--- config.mk ---
export PLATFORM = sky130hd
export DESIGN_NAME = pong_ctrl
export DESIGN_NICKNAME = d
export VERILOG_FILES = /design/src/rtl/pong_ctrl.sv
export SDC_FILE = /design/constraint.sdc
export NUM_CORES = 1
export LEC_CHECK = 0
export CORE_ASPECT_RATIO = 0.7
export CORE_MARGIN = 5
export CORE_UTILIZATION = 40
export DETAILED_ROUTE_END_ITERATION = 7
export HOLD_SLACK_MARGIN = 0.02
export MAX_ROUTING_LAYER = met4
export PLACE_DENSITY_LB_ADDON = 0.2
export SLEW_MARGIN = 20
export SYNTH_ARGS = -nofsm -noshare
export SYNTH_HDL_FRONTEND = slang
export SYNTH_SLANG_ARGS = --single-unit
--- constraint.sdc ---
create_clock -name clk -period 2 [get_ports clk]
set_input_delay 0.3 -clock clk [delete_from_list [all_inputs] [get_ports clk]]
set_output_delay 0.3 -clock clk [all_outputs]
set_load 0.02 [all_outputs]
--- src/rtl/pong_ctrl.sv ---
// Pong game controller: sequences IDLE/SERVE/PLAY/SCORE/GAMEOVER, keeps score and
// the ball direction, and issues one-cell step vectors to the ball position block.
module pong_ctrl #(
  parameter int WIDTH        = 8,
  parameter int BIT_OF_WIDTH = 3,
  parameter int PADDLE_LEN   = 2,
  parameter int WIN_SCORE    = 7
) (
  input  logic                        clk,
  input  logic                        rst,
  input  logic                        start,
  input  logic                        tick,
  input  logic [2*BIT_OF_WIDTH-1:0]   ball_pos,
  input  logic [BIT_OF_WIDTH-1:0]     paddle_l,
  input  logic [BIT_OF_WIDTH-1:0]     paddle_r,
  output logic                        ball_en,
  output logic [3:0]                  ball_vector,
  output logic [3:0]                  score_l,
  output logic [3:0]                  score_r,
  output logic                        game_over
);

  typedef enum logic [2:0] {
    S_IDLE     = 3'd0,
    S_SERVE    = 3'd1,
    S_PLAY     = 3'd2,
    S_SCORE    = 3'd3,
    S_GAMEOVER = 3'd4
  } state_t;

  localparam int BW1 = BIT_OF_WIDTH + 1;
  localparam logic [1:0] V_POS = 2'b01;
  localparam logic [1:0] V_NEG = 2'b11;
  localparam logic [3:0] DIR_RESET = 4'b0101;
  localparam logic [3:0] WIN = 4'(WIN_SCORE);
  localparam logic [BIT_OF_WIDTH-1:0] X_ZERO = BIT_OF_WIDTH'(0);
  localparam logic [BIT_OF_WIDTH-1:0] X_ONE  = BIT_OF_WIDTH'(1);
  localparam logic [BIT_OF_WIDTH-1:0] X_MAX  = BIT_OF_WIDTH'(WIDTH - 1);
  localparam logic [BIT_OF_WIDTH-1:0] X_NEAR = BIT_OF_WIDTH'(WIDTH - 2);
  localparam logic [BW1-1:0] PAD_SPAN = BW1'(PADDLE_LEN - 1);

  state_t state_q, state_d;
  logic [3:0] dir_q, dir_d;
  logic [3:0] score_l_q, score_l_d;
  logic [3:0] score_r_q, score_r_d;
  logic [BIT_OF_WIDTH-1:0] ball_x_s, ball_y_s;
  logic [1:0] dx_n_s, dy_n_s;

  // Paddle span is compared one bit wider so a paddle at the bottom edge never wraps.
  function automatic logic covered(input logic [BIT_OF_WIDTH-1:0] top,
                                   input logic [BIT_OF_WIDTH-1:0] y);
    logic [BW1-1:0] bottom;
    bottom = {1'b0, top} + PAD_SPAN;
    return (y >= top) && ({1'b0, y} <= bottom);
  endfunction

  function automatic logic [3:0] sat_inc(input logic [3:0] s);
    return (s < WIN) ? s + 4'd1 : s;
  endfunction

  assign ball_x_s = ball_pos[2*BIT_OF_WIDTH-1:BIT_OF_WIDTH];
  assign ball_y_s = ball_pos[BIT_OF_WIDTH-1:0];

  always_ff @(posedge clk or posedge rst) begin
    if (rst) begin
      state_q   <= S_IDLE;
      dir_q     <= DIR_RESET;
      score_l_q <= 4'd0;
      score_r_q <= 4'd0;
    end else begin
      state_q   <= state_d;
      dir_q     <= dir_d;
      score_l_q <= score_l_d;
      score_r_q <= score_r_d;
    end
  end

  // Wall and paddle reflections are resolved independently so corners flip both axes.
  always_comb begin
    dx_n_s = dir_q[3:2];
    dy_n_s = dir_q[1:0];
    if (ball_y_s == X_ZERO && dir_q[1:0] == V_NEG) begin
      dy_n_s = V_POS;
    end else if (ball_y_s == X_MAX && dir_q[1:0] == V_POS) begin
      dy_n_s = V_NEG;
    end else begin
      dy_n_s = dir_q[1:0];
    end
    if (ball_x_s == X_ONE && dir_q[3:2] == V_NEG && covered(paddle_l, ball_y_s)) begin
      dx_n_s = V_POS;
    end else if (ball_x_s == X_NEAR && dir_q[3:2] == V_POS && covered(paddle_r, ball_y_s)) begin
      dx_n_s = V_NEG;
    end else begin
      dx_n_s = dir_q[3:2];
    end
  end

  always_comb begin
    state_d     = state_q;
    dir_d       = dir_q;
    score_l_d   = score_l_q;
    score_r_d   = score_r_q;
    ball_vector = 4'b0000;
    ball_en     = 1'b0;
    game_over   = 1'b0;
    case (state_q)
      S_IDLE: begin
        if (start) state_d = S_SERVE;
        else       state_d = S_IDLE;
      end
      S_SERVE: begin
        if (tick) state_d = S_PLAY;
        else      state_d = S_SERVE;
      end
      S_PLAY: begin
        ball_en = 1'b1;
        if (tick) begin
          // A goal is checked before any reflection and issues no move.
          if (ball_x_s == X_ZERO) begin
            score_r_d = sat_inc(score_r_q);
            dir_d     = {V_NEG, dir_q[1:0]};
            state_d   = S_SCORE;
          end else if (ball_x_s == X_MAX) begin
            score_l_d = sat_inc(score_l_q);
            dir_d     = {V_POS, dir_q[1:0]};
            state_d   = S_SCORE;
          end else begin
            dir_d       = {dx_n_s, dy_n_s};
            ball_vector = {dx_n_s, dy_n_s};
          end
        end else begin
          state_d = S_PLAY;
        end
      end
      S_SCORE: begin
        if (score_l_q == WIN || score_r_q == WIN) state_d = S_GAMEOVER;
        else                                      state_d = S_SERVE;
      end
      S_GAMEOVER: begin
        game_over = 1'b1;
        if (start) begin
          score_l_d = 4'd0;
          score_r_d = 4'd0;
          dir_d     = DIR_RESET;
          state_d   = S_SERVE;
        end else begin
          state_d = S_GAMEOVER;
        end
      end
      default: state_d = S_IDLE;
    endcase
  end

  assign score_l = score_l_q;
  assign score_r = score_r_q;

endmodule

; ---- Word-level counts from Yosys, hierarchy flattened
; Index checks and enable logic that the tools add are counted.
[totals]
reg_bits = 15
in_bits = 16
word_cells = 88
[op_classes]
n_addsub = 4
order_cmp = 6
eq_ne = 23
n_mux = 33
n_reduce_logical = 17
[ops]
columns = operator, n
row1 = 2-to-1 mux 4 bit, 16
row2 = one-hot mux 4 bit (2 select lines), 3
row3 = "inequality test 2 bit, second input constant", 8
row4 = 2-to-1 mux 3 bit, 5
row5 = one-hot mux 3 bit (5 select lines), 1
row6 = "equality test 3 bit, second input constant", 4
row7 = 2-to-1 mux 2 bit, 5
row8 = AND reduction 5 bit, 2
row9 = zero test 3 bit, 3
row10 = "adder 3 x 1 -> 4 bit, second input constant", 2
row11 = "adder 4 x 1 -> 4 bit, second input constant", 2
row12 = "equality test 4 x 3 -> 1 bit, second input constant", 2
row13 = less-or-equal comparator 3 x 4 -> 1 bit, 2
row14 = logical AND 1 bit, 8
row15 = "less-than comparator 4 x 3 -> 1 bit, second input constant", 2
row16 = "equality test 3 x 1 -> 1 bit, second input constant", 2
row17 = "equality test 3 x 2 -> 1 bit, second input constant", 2
row18 = greater-or-equal comparator 3 bit, 2
row19 = AND reduction 6 bit, 1
row20 = "equality test 2 x 1 -> 1 bit, second input constant", 2
row21 = "equality test 2 bit, second input constant", 2
row22 = "inequality test 4 bit, second input constant", 1
row23 = 2-to-1 mux 1 bit, 3
row24 = AND reduction 3 bit, 1
row25 = other kinds (2), 2

; ---- Longest topological paths before layout
[logic_depth]
word_depth = 10
mapped_depth = 8
depth_no_buf = 8

; ---- Least setup slack after synthesis
; No wires, ideal clock.
[synth_timing]
kind = input-to-output
start = in paddle_r[0]
end = out ball_vector[3]
arrival_ps = 1862
t_required_ps = 1700
slack_ps = -162
stages = 8
cell_sequence = ha_1 xnor2_1 ha_1 a21oi_1 o21ai_0 o311ai_0 a21oi_1 nor3b_1
[synth_between]
elab_chain_len = 10
[synth_lines]
columns = item, line_no
row1 = from (decl), 15  ; input logic [BIT_OF_WIDTH-1:0] paddle_r,
row2 = adder 3 x 1 -> 4 bit, 53  ; bottom = {1'b0, top} + PAD_SPAN;
row3 = less-or-equal comparator 3 x 4 -> 1 bit, 54  ; return (y >= top) && ({1'b0, y} <= bottom);
row4 = logical AND 1 bit *, 54
row5 = logical AND 1 bit *, 91  ; end else if (ball_x_s == X_NEAR && dir_q[3:2] == V_POS && covered(paddle_r, ball_y_s)) begin
row6 = 2-to-1 mux 2 bit *, 91
row7 = 2-to-1 mux 2 bit *, 89  ; if (ball_x_s == X_ONE && dir_q[3:2] == V_NEG && covered(paddle_l, ball_y_s)) begin
row8 = 2-to-1 mux 4 bit *, 123  ; end else if (ball_x_s == X_MAX) begin
row9 = 2-to-1 mux 4 bit *, 119  ; if (ball_x_s == X_ZERO) begin
row10 = 2-to-1 mux 4 bit *, 117  ; if (tick) begin
row11 = 2-to-1 mux 4 bit *, 106  ; case (state_q)
row12 = to (decl), 17  ; output logic [3:0] ball_vector,
; Mark *: on every way between the ends. The rest lies on a longest branch, timed or not.

; ---- Final worst setup path
[layout_timing]
start = in paddle_l[0]
end = out ball_vector[3]
[layout_between]
elab_chain_len = 9
[layout_lines]
columns = item, line_no
row1 = from (decl), 14  ; input logic [BIT_OF_WIDTH-1:0] paddle_l,
row2 = adder 3 x 1 -> 4 bit, 53
row3 = less-or-equal comparator 3 x 4 -> 1 bit, 54
row4 = logical AND 1 bit *, 54
row5 = logical AND 1 bit *, 89
row6 = 2-to-1 mux 2 bit *, 89
row7 = 2-to-1 mux 4 bit *, 123
row8 = 2-to-1 mux 4 bit *, 119
row9 = 2-to-1 mux 4 bit *, 117
row10 = 2-to-1 mux 4 bit *, 106
; Marked as above.

==> flow_summary_export.csv <==
group,metric,value,unit
worst_hold_path,min_path_type,"input pin to async pin",
drt,wl_met1,1.56,mm
power,ir_drop,0.721,mV
run_status,violations,"negative setup slack",
drt,drtAntennaViolNets,0,
setup_path,r2r_cells,9,
drt,wl_met3,143,µm
floorplan,core_area,2800,µm²
timing,setup_viol,1,
drt,wl_met2,1.74,mm
floorplan,die_w,74.8,µm
floorplan,num_rows,16,
timing,tightest_slew,600,ps
global_routing,grt_pass1_vias,1288,
drt,drt_iter0_markers,42,
setup_path,critPathLaunchType,"input pin",
synth,ys_seq_elements,15,
place,place_ws,-1110,ps
clock_network,root_buffer,"clkbuf_8",
drt,viasPerCell,5.40,
clock_network,clock_path_buffers,2,
floorplan,die_h,55.3,µm
synth,ys.warnings.count,0,
clock_network,worstSkewPairLatency,250,ps
final_layout,area_growth,62.3,%
timing,min_period,2150,ps
clock_network,cts_max_level,1,
global_routing,grt_pass1_wl,5.77,mm
drt,drcViolationCount,0,
synth,yosysTopAreaCellShare,27.7,%
place,port_buffers,29,
final_layout,fillers,229,
global_routing,grt-ovfl-total,0,
synth,synthCells,129,
power,p_per_area,999,nW/µm²
drt,dr.pass1.iters,4,
final_layout,num_antenna_cells,0,
timing,slew_violations,0,
timing,rsz0062_at_grt,"true",
global_routing,grt_max_degree,16,
final_layout,drive_gt1_share,40.3,%
place,hpwl,2.55,mm
setup_path,cp.required,1700,ps
floorplan,ios,30,
floorplan,start_util,41.9,%
setup_path,worst_setup_path_end_kind,"output pin",
power,p_leak,0.000894,µW
synth,synth_nets,161,
synth,synthTopCellsByArea,"dfrtp_1, ha_1, dfstp_2",
clock_network,cts_tree,"done",
place,gp_congestion,0.765,
drt,routedWlPerCell,15.4,µm
flow_run,maxCapViolCount,0,
drt,drt-total-wl,3.50,mm
timing,fmax,466,MHz
global_routing,antenna_found_initial,0,
drt,top_layer,"met4",
synth,postSynthAreaPerCell,9.11,µm²
clock_network,cts_buffers,3,
place,place_area,1710,µm²
timing,relSlewSlack,59.9,%
setup_path,worst-path-max-fanout,3,
final_layout,layout_common_cells,"buf_4, dfrtp_1, nand2_1, clkdlybuf4s50_1, inv_1",
timing,fin_setup_tns,-147,ps
timing,finalHoldViolations,0,
synth,synth.largest_area_cell,"dfrtp_1",
timing,fin_crit_sh,107,%
timing,fin_ws,-147,ps
final_layout,layout_commonest_cell,"buf_4",
synth,synth_enable_flop_cells,0,
synth,syn_area,1170,µm²
setup_path,worstReg2RegStart,"state_q[1]$_DFFE_PP0P_",
setup_path,r2r_end,"score_l[3]$_DFFE_PP0P_",
setup_path,r2r_slack,310,ps
synth,synth-main-ff-cell,"dfrtp_1",
synth,ys_seq_area_share,32.2,%
final_layout,finalNetCount,224,
final_layout,design_area,1910,µm²
clock_network,clk_pin_slew,60,ps
floorplan,die_area,4140,µm²
setup_path,worst_ep_arrival_time,1850,ps
power,power,1900,µW
synth,yosys.cell_types.count,39,
timing,skew,0.964,ps
synth,synthArstFlopShare,100,%
run_status,status,"complete, but fails checks",
global_routing,grt.total_usage,18.1,%
clock_network,cts.sinks,15,
drt,dr_total_vias,1226,
setup_path,worst-setup-path-type,"input pin to output pin",
## how the worst max path moves through the flow
stage | start | end | slack (ps) | cells after the start
after floorplan | paddle_r[0] | ball_vector[3] | 10 | 8
after global placement | paddle_r[0] | ball_vector[3] | -1000 | 10
after detailed placement | paddle_l[1] | ball_vector[3] | -1110 | 10
after CTS | paddle_l[1] | ball_vector[3] | -380 | 10
after global routing | paddle_l[1] | ball_vector[3] | -220 | 10
final | paddle_l[0] | ball_vector[3] | -150 | 10
## area by class of cell
class,count,area [µm²],area share (%)
Timing Repair Buffer,58,473,24.8
Sequential cell,15,378,19.8
Clock buffer,3,41.3,2.17
Multi-Input combinational cell,102,920,48.2
Inverter,12,45.0,2.36
Clock inverter,1,5.00,0.262
Tap cell,36,45.0,2.36
## sequential cells by signal, indices dropped and copies added, names as in the netlist
signal and cells:
state_q 3, score_l 4, score_r 4, dir_q 4
## kinds of logic after synthesis
| logic type | synth area share [%] |
|---|---|
| and+or+nand+nor | 24.3 |
| AOI/OAI and AO/OA | 17.9 |
| adders and majority gates | 17.0 |
| DFF | 32.2 |
| buffers and inverters | 3.83 |
| xor gates and xnor gates | 2.24 |
| muxes | 2.56 |
## cell usage after synthesis, types with 4 or more instances
cell      number
nand3b_1       4
nor2_1         9
nand3_1        6
a21o_1         4
a21oi_1        9
dfrtp_1       13
ha_1          16
nand2_1       11
inv_1         11
## layer usage
metal | vias up | track usage [%]
met2 | 30 | 28.5
met5 | - | -
met4 | 0 | 4.31
met3 | 7 | 4.35
li1 | 598 | -
met1 | 591 | 23.4
## timing repair
| item | 4_1_cts | 5_1_grt |
|---|---|---|
| pin swaps | 12 | 15 |
| endpoints found under the setup margin | 7 | 5 |
| hold buffers | 0 | 0 |
| resized for setup | 53 | 26 |
| buffers inserted | 4 | 0 |
## critical path, cell delays in order
cell	delay (ps)
buf_8	100
ha_4	160
xnor2_4	150
ha_4	230
a21oi_2	120
o21ai_1	80
a32o_2	260
nor4_4	180
nor3b_2	90
buf_4	160
## per-stage QoR
step           util, %  hold WS [ps]  cells
2_1_floorplan        -           200    129
3_3_place_gp      61.0           490    219
3_5_place_dp      61.0           505    219
4_1_cts           65.4           425    227
5_1_grt           68.0           458    227
6_report          68.0           412    227
## report_power, final
group / total, µW / switching, µW / internal (µW) / leakage, µW
Clock: 251 / 113 / 138 / 0.0000255
Sequential: 572 / 132 / 440 / 0.000185
Combinational: 1080 / 524 / 558 / 0.000684
No activity file was read; power rests on OpenSTA's default activity.
